`config.mk`:
```
export PLATFORM = sky130hd
export DESIGN_NAME = wb_rr_arbiter_wdt_flat
export DESIGN_NICKNAME = d
export VERILOG_FILES = /design/src/rtl/wb_rr_arbiter_wdt_if.sv /design/src/rtl/wb_rr_arbiter_wdt.sv /design/src/flat_wrapper.sv
export SDC_FILE = /design/constraint.sdc
export NUM_CORES = 1
export LEC_CHECK = 0
export BUFFER_PORTS_ARGS = -buffer_cell sky130_fd_sc_hd__buf_2
export CAP_MARGIN = 40
export CORE_AREA = 2 2 132 134
export DETAILED_ROUTE_END_ITERATION = 10
export DIE_AREA = 0 0 134 136
export MAX_ROUTING_LAYER = met4
export PLACE_DENSITY = 0.52
export SYNTH_ARGS = -nofsm -noshare
export SYNTH_HDL_FRONTEND = slang
export SYNTH_SLANG_ARGS = --single-unit
export TNS_END_PERCENT = 50
```
`constraint.sdc`:
```
create_clock -name wb_clk_i -period 1.8 [get_ports wb_clk_i]
set_input_delay 0.45 -clock wb_clk_i [delete_from_list [all_inputs] [get_ports wb_clk_i]]
set_output_delay 0.45 -clock wb_clk_i [all_outputs]
set_load 0.01 [all_outputs]
```
`src/rtl/wb_rr_arbiter_wdt_if.sv`:
```
// Wishbone bundle between NUM_MASTERS cores, the round-robin arbiter and the shared slave.
// slave: the arbiter's view of the bundle; master: the surrounding cores plus the slave.
interface wb_rr_arbiter_wdt_if #(
  parameter int NUM_MASTERS = 2,
  parameter int DW          = 32,
  parameter int AW          = 32
);
  logic [AW*NUM_MASTERS-1:0] wbm_adr_i;
  logic [DW*NUM_MASTERS-1:0] wbm_dat_i;
  logic [4*NUM_MASTERS-1:0]  wbm_sel_i;
  logic [NUM_MASTERS-1:0]    wbm_we_i;
  logic [NUM_MASTERS-1:0]    wbm_cyc_i;
  logic [NUM_MASTERS-1:0]    wbm_stb_i;
  logic [3*NUM_MASTERS-1:0]  wbm_cti_i;
  logic [2*NUM_MASTERS-1:0]  wbm_bte_i;
  logic [DW*NUM_MASTERS-1:0] wbm_dat_o;
  logic [NUM_MASTERS-1:0]    wbm_ack_o;
  logic [NUM_MASTERS-1:0]    wbm_err_o;
  logic [NUM_MASTERS-1:0]    wbm_rty_o;

  logic [AW-1:0] wbs_adr_o;
  logic [DW-1:0] wbs_dat_o;
  logic [3:0]    wbs_sel_o;
  logic          wbs_we_o;
  logic          wbs_cyc_o;
  logic          wbs_stb_o;
  logic [2:0]    wbs_cti_o;
  logic [1:0]    wbs_bte_o;
  logic [DW-1:0] wbs_dat_i;
  logic          wbs_ack_i;
  logic          wbs_err_i;
  logic          wbs_rty_i;

  modport slave (
    input  wbm_adr_i, wbm_dat_i, wbm_sel_i, wbm_we_i, wbm_cyc_i, wbm_stb_i, wbm_cti_i, wbm_bte_i,
    output wbm_dat_o, wbm_ack_o, wbm_err_o, wbm_rty_o,
    output wbs_adr_o, wbs_dat_o, wbs_sel_o, wbs_we_o, wbs_cyc_o, wbs_stb_o, wbs_cti_o, wbs_bte_o,
    input  wbs_dat_i, wbs_ack_i, wbs_err_i, wbs_rty_i
  );

  modport master (
    output wbm_adr_i, wbm_dat_i, wbm_sel_i, wbm_we_i, wbm_cyc_i, wbm_stb_i, wbm_cti_i, wbm_bte_i,
    input  wbm_dat_o, wbm_ack_o, wbm_err_o, wbm_rty_o,
    input  wbs_adr_o, wbs_dat_o, wbs_sel_o, wbs_we_o, wbs_cyc_o, wbs_stb_o, wbs_cti_o, wbs_bte_o,
    output wbs_dat_i, wbs_ack_i, wbs_err_i, wbs_rty_i
  );
endinterface

```
`src/rtl/wb_rr_arbiter_wdt.sv`:
```
// Round-robin Wishbone B3 arbiter: one owner per whole cyc tenure, plus a bus watchdog that
// aborts unanswered strobes and returns err to the owner.
module wb_rr_arbiter_wdt #(
  parameter int NUM_MASTERS = 2,
  parameter int DW          = 32,
  parameter int AW          = 32,
  parameter int TIMEOUT     = 255
) (
  input  logic                   wb_clk_i,
  input  logic                   wb_rst_n_i,
  wb_rr_arbiter_wdt_if.slave     bus,
  output logic [NUM_MASTERS-1:0] grant_o,
  output logic                   timeout_o
);
  localparam int GW = (NUM_MASTERS > 1) ? $clog2(NUM_MASTERS) : 1;
  localparam int CW = (TIMEOUT > 0) ? $clog2(TIMEOUT + 1) : 1;
  localparam logic [CW-1:0] LIMIT = (TIMEOUT > 0) ? CW'(TIMEOUT - 1) : '0;

  typedef enum logic [1:0] {IDLE, BUSY, ABORT} state_t;

  state_t        state;
  logic [GW-1:0] owner;
  logic [GW-1:0] last;
  logic [CW-1:0] count;
  logic          abort_err;

  logic          owner_cyc;
  logic          owner_stb;
  logic          resp;
  logic          expire;
  logic          any_req;
  logic [GW-1:0] winner;
  logic [GW-1:0] idx;

  assign owner_cyc = bus.wbm_cyc_i[owner];
  assign owner_stb = bus.wbm_stb_i[owner];
  assign resp      = bus.wbs_ack_i | bus.wbs_err_i | bus.wbs_rty_i;
  assign any_req   = |bus.wbm_cyc_i;
  // A response arriving in the expiry cycle wins over the abort.
  assign expire    = (TIMEOUT > 0) && (state == BUSY) && owner_stb && !resp && (count == LIMIT);

  // Scan from the farthest offset down so the nearest requester after last wins.
  always_comb begin
    winner = '0;
    idx    = '0;
    for (int i = NUM_MASTERS; i >= 1; i--) begin
      idx = GW'((int'(last) + i) % NUM_MASTERS);
      if (bus.wbm_cyc_i[idx]) winner = idx;
    end
  end

  // NOTE: every output gets a default before the branches, so no latch is inferred.
  always_comb begin
    bus.wbm_dat_o = {NUM_MASTERS{bus.wbs_dat_i}};
    bus.wbm_ack_o = '0;
    bus.wbm_err_o = '0;
    bus.wbm_rty_o = '0;
    bus.wbs_adr_o = '0;
    bus.wbs_dat_o = '0;
    bus.wbs_sel_o = '0;
    bus.wbs_we_o  = 1'b0;
    bus.wbs_cyc_o = 1'b0;
    bus.wbs_stb_o = 1'b0;
    bus.wbs_cti_o = '0;
    bus.wbs_bte_o = '0;
    if (state == BUSY) begin
      bus.wbs_adr_o        = bus.wbm_adr_i[owner*AW +: AW];
      bus.wbs_dat_o        = bus.wbm_dat_i[owner*DW +: DW];
      bus.wbs_sel_o        = bus.wbm_sel_i[owner*4 +: 4];
      bus.wbs_we_o         = bus.wbm_we_i[owner];
      bus.wbs_cyc_o        = owner_cyc;
      bus.wbs_stb_o        = owner_stb;
      bus.wbs_cti_o        = bus.wbm_cti_i[owner*3 +: 3];
      bus.wbs_bte_o        = bus.wbm_bte_i[owner*2 +: 2];
      bus.wbm_ack_o[owner] = bus.wbs_ack_i;
      bus.wbm_err_o[owner] = bus.wbs_err_i;
      bus.wbm_rty_o[owner] = bus.wbs_rty_i;
    end else if (state == ABORT) begin
      bus.wbm_err_o[owner] = abort_err;
    end
  end

  // NOTE: sequential state uses non-blocking assignments so every register samples pre-edge values.
  always_ff @(posedge wb_clk_i or negedge wb_rst_n_i) begin
    if (!wb_rst_n_i) begin
      state     <= IDLE;
      owner     <= '0;
      last      <= GW'(NUM_MASTERS - 1);
      grant_o   <= '0;
      count     <= '0;
      abort_err <= 1'b0;
      timeout_o <= 1'b0;
    end else begin
      timeout_o <= 1'b0;
      abort_err <= 1'b0;
      case (state)
        IDLE: begin
          count <= '0;
          if (any_req) begin
            state   <= BUSY;
            owner   <= winner;
            last    <= winner;
            grant_o <= NUM_MASTERS'(1) << winner;
          end
        end
        BUSY: begin
          if (!owner_cyc) begin
            state   <= IDLE;
            grant_o <= '0;
            count   <= '0;
          end else if (expire) begin
            state     <= ABORT;
            timeout_o <= 1'b1;
            abort_err <= 1'b1;
            count     <= '0;
          end else if (TIMEOUT > 0 && owner_stb && !resp) begin
            count <= count + CW'(1);
          end else begin
            count <= '0;
          end
        end
        ABORT: begin
          count <= '0;
          if (!owner_cyc) begin
            state   <= IDLE;
            grant_o <= '0;
          end
        end
        default: state <= IDLE;
      endcase
    end
  end
endmodule
```
`src/flat_wrapper.sv`:
```
// flat-port wrapper written by rule: the top's interface ports become plain ports
module wb_rr_arbiter_wdt_flat 
#(
  parameter int NUM_MASTERS = 2,
  parameter int DW          = 32,
  parameter int AW          = 32,
  parameter int TIMEOUT     = 255
)
  (wb_clk_i, wb_rst_n_i, grant_o, timeout_o, bus_wbm_adr_i, bus_wbm_dat_i, bus_wbm_sel_i, bus_wbm_we_i, bus_wbm_cyc_i, bus_wbm_stb_i, bus_wbm_cti_i, bus_wbm_bte_i, bus_wbm_dat_o, bus_wbm_ack_o, bus_wbm_err_o, bus_wbm_rty_o, bus_wbs_adr_o, bus_wbs_dat_o, bus_wbs_sel_o, bus_wbs_we_o, bus_wbs_cyc_o, bus_wbs_stb_o, bus_wbs_cti_o, bus_wbs_bte_o, bus_wbs_dat_i, bus_wbs_ack_i, bus_wbs_err_i, bus_wbs_rty_i);
  wb_rr_arbiter_wdt_if #(.NUM_MASTERS(NUM_MASTERS), .DW(DW), .AW(AW)) bus_i ();
  input  logic wb_clk_i;
  input  logic wb_rst_n_i;
  output logic [NUM_MASTERS-1:0] grant_o;
  output logic timeout_o;
  input wire logic [$bits(bus_i.wbm_adr_i)-1:0] bus_wbm_adr_i;
  input wire logic [$bits(bus_i.wbm_dat_i)-1:0] bus_wbm_dat_i;
  input wire logic [$bits(bus_i.wbm_sel_i)-1:0] bus_wbm_sel_i;
  input wire logic [$bits(bus_i.wbm_we_i)-1:0] bus_wbm_we_i;
  input wire logic [$bits(bus_i.wbm_cyc_i)-1:0] bus_wbm_cyc_i;
  input wire logic [$bits(bus_i.wbm_stb_i)-1:0] bus_wbm_stb_i;
  input wire logic [$bits(bus_i.wbm_cti_i)-1:0] bus_wbm_cti_i;
  input wire logic [$bits(bus_i.wbm_bte_i)-1:0] bus_wbm_bte_i;
  output wire logic [$bits(bus_i.wbm_dat_o)-1:0] bus_wbm_dat_o;
  output wire logic [$bits(bus_i.wbm_ack_o)-1:0] bus_wbm_ack_o;
  output wire logic [$bits(bus_i.wbm_err_o)-1:0] bus_wbm_err_o;
  output wire logic [$bits(bus_i.wbm_rty_o)-1:0] bus_wbm_rty_o;
  output wire logic [$bits(bus_i.wbs_adr_o)-1:0] bus_wbs_adr_o;
  output wire logic [$bits(bus_i.wbs_dat_o)-1:0] bus_wbs_dat_o;
  output wire logic [$bits(bus_i.wbs_sel_o)-1:0] bus_wbs_sel_o;
  output wire logic [$bits(bus_i.wbs_we_o)-1:0] bus_wbs_we_o;
  output wire logic [$bits(bus_i.wbs_cyc_o)-1:0] bus_wbs_cyc_o;
  output wire logic [$bits(bus_i.wbs_stb_o)-1:0] bus_wbs_stb_o;
  output wire logic [$bits(bus_i.wbs_cti_o)-1:0] bus_wbs_cti_o;
  output wire logic [$bits(bus_i.wbs_bte_o)-1:0] bus_wbs_bte_o;
  input wire logic [$bits(bus_i.wbs_dat_i)-1:0] bus_wbs_dat_i;
  input wire logic [$bits(bus_i.wbs_ack_i)-1:0] bus_wbs_ack_i;
  input wire logic [$bits(bus_i.wbs_err_i)-1:0] bus_wbs_err_i;
  input wire logic [$bits(bus_i.wbs_rty_i)-1:0] bus_wbs_rty_i;
  assign bus_i.wbm_adr_i = bus_wbm_adr_i;
  assign bus_i.wbm_dat_i = bus_wbm_dat_i;
  assign bus_i.wbm_sel_i = bus_wbm_sel_i;
  assign bus_i.wbm_we_i = bus_wbm_we_i;
  assign bus_i.wbm_cyc_i = bus_wbm_cyc_i;
  assign bus_i.wbm_stb_i = bus_wbm_stb_i;
  assign bus_i.wbm_cti_i = bus_wbm_cti_i;
  assign bus_i.wbm_bte_i = bus_wbm_bte_i;
  assign bus_wbm_dat_o = bus_i.wbm_dat_o;
  assign bus_wbm_ack_o = bus_i.wbm_ack_o;
  assign bus_wbm_err_o = bus_i.wbm_err_o;
  assign bus_wbm_rty_o = bus_i.wbm_rty_o;
  assign bus_wbs_adr_o = bus_i.wbs_adr_o;
  assign bus_wbs_dat_o = bus_i.wbs_dat_o;
  assign bus_wbs_sel_o = bus_i.wbs_sel_o;
  assign bus_wbs_we_o = bus_i.wbs_we_o;
  assign bus_wbs_cyc_o = bus_i.wbs_cyc_o;
  assign bus_wbs_stb_o = bus_i.wbs_stb_o;
  assign bus_wbs_cti_o = bus_i.wbs_cti_o;
  assign bus_wbs_bte_o = bus_i.wbs_bte_o;
  assign bus_i.wbs_dat_i = bus_wbs_dat_i;
  assign bus_i.wbs_ack_i = bus_wbs_ack_i;
  assign bus_i.wbs_err_i = bus_wbs_err_i;
  assign bus_i.wbs_rty_i = bus_wbs_rty_i;
  wb_rr_arbiter_wdt #(.NUM_MASTERS(NUM_MASTERS), .DW(DW), .AW(AW), .TIMEOUT(TIMEOUT)) u_core (.wb_clk_i(wb_clk_i), .wb_rst_n_i(wb_rst_n_i), .bus(bus_i), .grant_o(grant_o), .timeout_o(timeout_o));
endmodule
```
# Yosys cells after proc, flatten, opt, wreduce, memory -nomap -nowiden
# Cells that the tools add are included.
# word_totals
reg_bits	15
latchBits	0
ram_bits	0
mem_bits_ro	0
input_bits	189
out_inout_bits	149
word_cells	88
n_memories	0
# classes
n_addsub	3
mul	1
n_div	0
magnitude_cmp	4
n_eq_ne	7
n_shift	6
mux	40
n_bitwise	6
n_reduce_logical	15
# ops
cell	n
variable part select 64 x 7 -> 32 bit	2
two-way mux 32 bit	2
two-way mux 8 bit	3
two-way mux 2 bit	10
two-way mux 1 bit	19
one-hot mux 8 bit (2 select lines)	1
adder 8 x 1 -> 8 bit, second input constant	1
AND 2 bit	4
== test 8 bit, second input constant	1
variable part select 8 x 4 -> 4 bit	1
less-than comparator 1 x 2 -> 1 bit, second input constant	3
one-hot mux 2 bit (3 select lines)	1
AND reduction 3 bit	2
OR reduction 2 bit	3
variable part select 6 x 4 -> 3 bit	1
logical AND 1 bit	5
two-way mux 4 bit	1
!= test 2 bit, second input constant	2
one-hot mux 2 bit (2 select lines)	1
nonzero test 2 bit	2
variable part select 4 x 3 -> 2 bit	1
multiplier 1 x 2 -> 3 bit, second input constant	1
two-way mux 3 bit	1
!= test 3 bit, second input constant	1
other kinds (11)	13

# Logic depth before layout (Yosys ltp)
# depth
depth_word	8
depth_mapped	7
ltp_nobuf	6

# Least setup slack after synthesis
# OpenSTA, ideal clock, no wires.
# synth_timing
path_kind	reg-to-output
from	register u_core.state[1]
to	output bus_wbm_err_o[1]
arrival_time_ns	1.383
required_ns	1.350
path_slack_ns	-0.033
stages_incl_launch_ff	7
cell_sequence	dfrtp_1 > inv_1 > ha_1 > clkbuf_1 > clkbuf_1 > a21oi_1 > nor2b_1
# synth_via
elab_chain_cells	3
# synth_lines
item	line	rtl
from (decl)	wb_rr_arbiter_wdt.sv:21	state_t state;
from (signal assigned)	wb_rr_arbiter_wdt.sv:86	state <= IDLE;
from (signal assigned)	wb_rr_arbiter_wdt.sv:100	state <= BUSY;
from (signal assigned)	wb_rr_arbiter_wdt.sv:108	state <= IDLE;
== test 2 bit	wb_rr_arbiter_wdt.sv:78	end else if (state == ABORT) begin
two-way mux 2 bit	wb_rr_arbiter_wdt.sv:78	
two-way mux 2 bit (*)	wb_rr_arbiter_wdt.sv:66	if (state == BUSY) begin
to (decl)	flat_wrapper.sv:25	output wire logic [$bits(bus_i.wbm_err_o)-1:0] bus_wbm_err_o;
# Mark *: on every way between the ends. The rest lies on a longest branch, timed or not.

# Final worst setup path
# layout_timing
from	register u_core.owner
to	output bus_wbs_dat_o[30]
# layout_via
elab_chain_cells	2
# layout_lines
item	line	rtl
from (decl)	wb_rr_arbiter_wdt.sv:22	logic [GW-1:0] owner;
from (signal assigned)	wb_rr_arbiter_wdt.sv:101	owner <= winner;
variable part select 64 x 7 -> 32 bit	wb_rr_arbiter_wdt.sv:68	bus.wbs_dat_o = bus.wbm_dat_i[owner*DW +: DW];
two-way mux 32 bit	wb_rr_arbiter_wdt.sv:66	
to (decl)	flat_wrapper.sv:28	output wire logic [$bits(bus_i.wbs_dat_o)-1:0] bus_wbs_dat_o;
# No other way between the ends.

==> impl_metrics.json <==
{
  "grt_pass1_vias": 2554,
  "final_nets": 740,
  "fmax_ghz": 0.496,
  "netlist.area_leader.share": 0.279,
  "first_pass_iters": 4,
  "power.total_mw": 6.69,
  "switching_share": 0.409,
  "cts_tree": "done",
  "wl_um": 11400,
  "path_class": "reg -> out",
  "die_x_um": 134,
  "period_minus_slack_ns": 2.02,
  "syn_area_mm2": 0.00272,
  "maxSlewHeadroom": 0.758,
  "syn_inst": 338,
  "ys_ff_latch": 15,
  "rsz0062_at_grt": "yes",
  "crit_buf_inv": 3,
  "cp.arrival_ns": 1.57,
  "cp_slowest_cell": "dfrtp_4",
  "dieArea_mm2": 0.0182,
  "vdd_drop_max_mv": 0.549,
  "netlist.top_cell.by_area": "mux2i_1",
  "finalSetupViolCount": 88,
  "comb_power_share": 0.859,
  "cp-end-kind": "output port",
  "violations": "negative setup slack",
  "numCtsBuffers": 3,
  "drv_slew": 0,
  "areaGrowthSynthToFinish_pct": 78.6,
  "synth_most_common_cell": "nor2b_1",
  "p_int_mw": 3.95,
  "pin_count": 338,
  "syn_area_per_cell_um2": 8.06,
  "drc_errors": 0,
  "diodes": 0,
  "cts_sinks": 15,
  "critical_path.top_delay_family": "flip-flops",
  "synth_seq_area_share": 0.138,
  "clock_latency_ns": 0.25,
  "dp_slack_ns": -0.00945,
  "fin_ws_ns": -0.217,
  "synthTopCellsByCount": "78 x nor2b_1, 76 x mux2i_1, 66 x buf_4",
  "first_iter_violations": 106,
  "r2r_cells": 9,
  "timing.rr.start": "u_core.state[1]",
  "powerDensity_mw_per_mm2": 1380,
  "htreeDepth": 1,
  "ant_nets": 0,
  "hpwl_um": 8160,
  "synth_cell_type_count": 33,
  "reg2reg_to": "u_core.count[7]",
  "cap_violations": 0,
  "ff2ff_setup_slack_ns": -0.11,
  "vias": 2994,
  "antenna_found_initial": 0,
  "fp.coreArea_mm2": 0.0169,
  "p_clk_frac": 0.067,
  "core.rowCount": 48,
  "ys_async_sr_fraction": 1.00,
  "utilization": 0.288,
  "crit_top_cell": "buf_12",
  "grt_max_degree": 40,
  "initial_utilization": 0.161,
  "worstMarginPinSlew_ns": 0.363,
  "skew_ns": 0.00282,
  "synth-main-ff-cell": "dfrtp_1",
  "wl_per_cell_um": 14.8,
  "layout-drive-gt1-share": 0.665,
  "p_seq_frac": 0.074,
  "place_inst": 744,
  "path_cells": "buf_12 -> buf_12 -> mux2i_2 -> nor2b_1 -> buf_2",
  "status": "finished with violations",
  "start_kind": "flip-flop",
  "place.port_buffers": 241,
  "grt_pass1_wl_um": 14100,
  "clk_pin_slew_worst_paths_ns": 0.05,
  "final_cells": 769,
  "gr-total-overflow": 0,
  "ys_warn_count": 0,
  "hold_path_class": "in -> async",
  "viasPerCell": 3.89,
  "synth-edff-count": 0,
  "clockBufferDepth": 2,
  "cp_max_fo": 8,
  "finalHoldViolations": 0,
  "syn-num-nets": 533,
  "startpoint": "u_core.owner",
  "endpoint": "bus_wbs_dat_o[30]",
  "place_congestion": 0.756,
  "p_switching_mw": 2.74,
  "die_h_um": 136,
  "post-route-period-util": 1.12,
  "cts-root-buf": "clkbuf_16",
  "slowest_delay_ns": 0.54,
  "grt_usage": 0.100,
  "synth.area.top_cells": "mux2i_1 28%, buf_4 18%, nor2b_1 18%, dfrtp_1 13%, ha_1 2.8%",
  "leakagePower_nw": 2.47,
  "path_depth": 5,
  "cp.required_ns": 1.35
}
==> per-layer routing <==
| metal | track usage | up-vias | share of wire | wire [um] |
|---|---|---|---|---|
| met5 | - | - | 0 | 0 |
| met4 | 0.0148 | 0 | 0.0084 | 95 |
| met3 | 0.0261 | 15 | 0.091 | 1030 |
| met2 | 0.162 | 143 | 0.48 | 5490 |
| met1 | 0.129 | 1353 | 0.42 | 4750 |
| li1 | - | 1483 | - | - |
==> stage by stage <==
stage	cell area (um2)	TNS, ns	hold slack, ns
final	4860	-11.95	0.107
after CTS	4190	-12.92	0.126
after floorplan	2720	0	0.154
after detailed placement	3890	-0.0111	0.392
after global routing	4860	-17.37	0.139
after global placement	3890	0	0.389
==> logic make-up (layout without fill, tap and decap cells) <==
logic type               Yosys count  in the layout  share of synthesized area
AO/OA/AOI/OAI                     17             17                     0.0437
multiplexers                      79             79                      0.292
buffers and inverters             90            296                      0.218
flip-flops                        15             15                      0.138
adder cells (fa/ha/maj)            6              6                     0.0276
AND/OR/NAND/NOR                  131            131                      0.280
==> worst min-delay path by stage <==
| stage | end | cells past startpoint |
|---|---|---|
| 2_1_floorplan | u_core.abort_err | 0 |
| 3_3_place_gp | u_core.abort_err | 1 |
| 3_5_place_dp | u_core.abort_err | 1 |
| 4_1_cts | u_core.abort_err | 1 |
| 5_1_grt | u_core.abort_err | 1 |
| 6_report | u_core.abort_err | 1 |
==> power by group through the flow <==
stage / sequential [mW] / combinational (mW) / clock [mW]
6_report: 0.498 / 5.74 / 0.449
2_1_floorplan: 0.450 / 2.51 / 0
4_1_cts: 0.501 / 4.51 / 0.460
3_5_place_dp: 0.485 / 3.98 / 0
5_1_grt: 0.506 / 6.13 / 0.466
3_3_place_gp: 0.486 / 3.97 / 0
==> cell usage in the layout, fill, tap and decap left out, drive strengths merged <==
| master | n |
|---|---|
| nand3 | 5 |
| and4 | 1 |
| ha | 6 |
| a31oi | 1 |
| nand4 | 7 |
| and3 | 2 |
| nor4 | 1 |
| dfstp | 1 |
| a211oi | 1 |
| nor3b | 1 |
| a32oi | 1 |
| clkbuf | 5 |
| nor2 | 7 |
| inv | 5 |
| clkinv | 1 |
| mux2i | 76 |
| mux2 | 3 |
| or3 | 1 |
| o21ai | 4 |
| or2 | 2 |
| nand3b | 1 |
| nor2b | 78 |
| o22ai | 1 |
| nor3 | 3 |
| o31ai | 1 |
| o311ai | 2 |
| and4bb | 1 |
| dfrtp | 14 |
| nand2b | 1 |
| buf | 285 |
| a21oi | 6 |
| nand2 | 20 |
==> state kept, by name, indices dropped and copies added, names as in the netlist <==
name	count
u_core.grant_o	2
u_core.owner	1
u_core.abort_err	1
u_core.last	1
u_core.state	2
u_core.count	8
==> what timing repair did <==
action                     in CTS  in global routing
gates resized for setup        37                 91
cloned                          2                  5
hold buffers                    0                  0
setup endpoints to repair      85                 92
buffers inserted                3                 11
pin swaps                       2                  7
==> layout make-up <==
cell class | count | area [um2]
Fill cell | 1778 | 12000
Multi-Input combinational cell | 233 | 2170
Timing Repair Buffer | 287 | 1930
Sequential cell | 15 | 383
Tap cell | 225 | 282
Clock buffer | 3 | 75.1
Inverter | 5 | 18.8
Clock inverter | 1 | 5.00
Power figures use the tool's default switching activity.
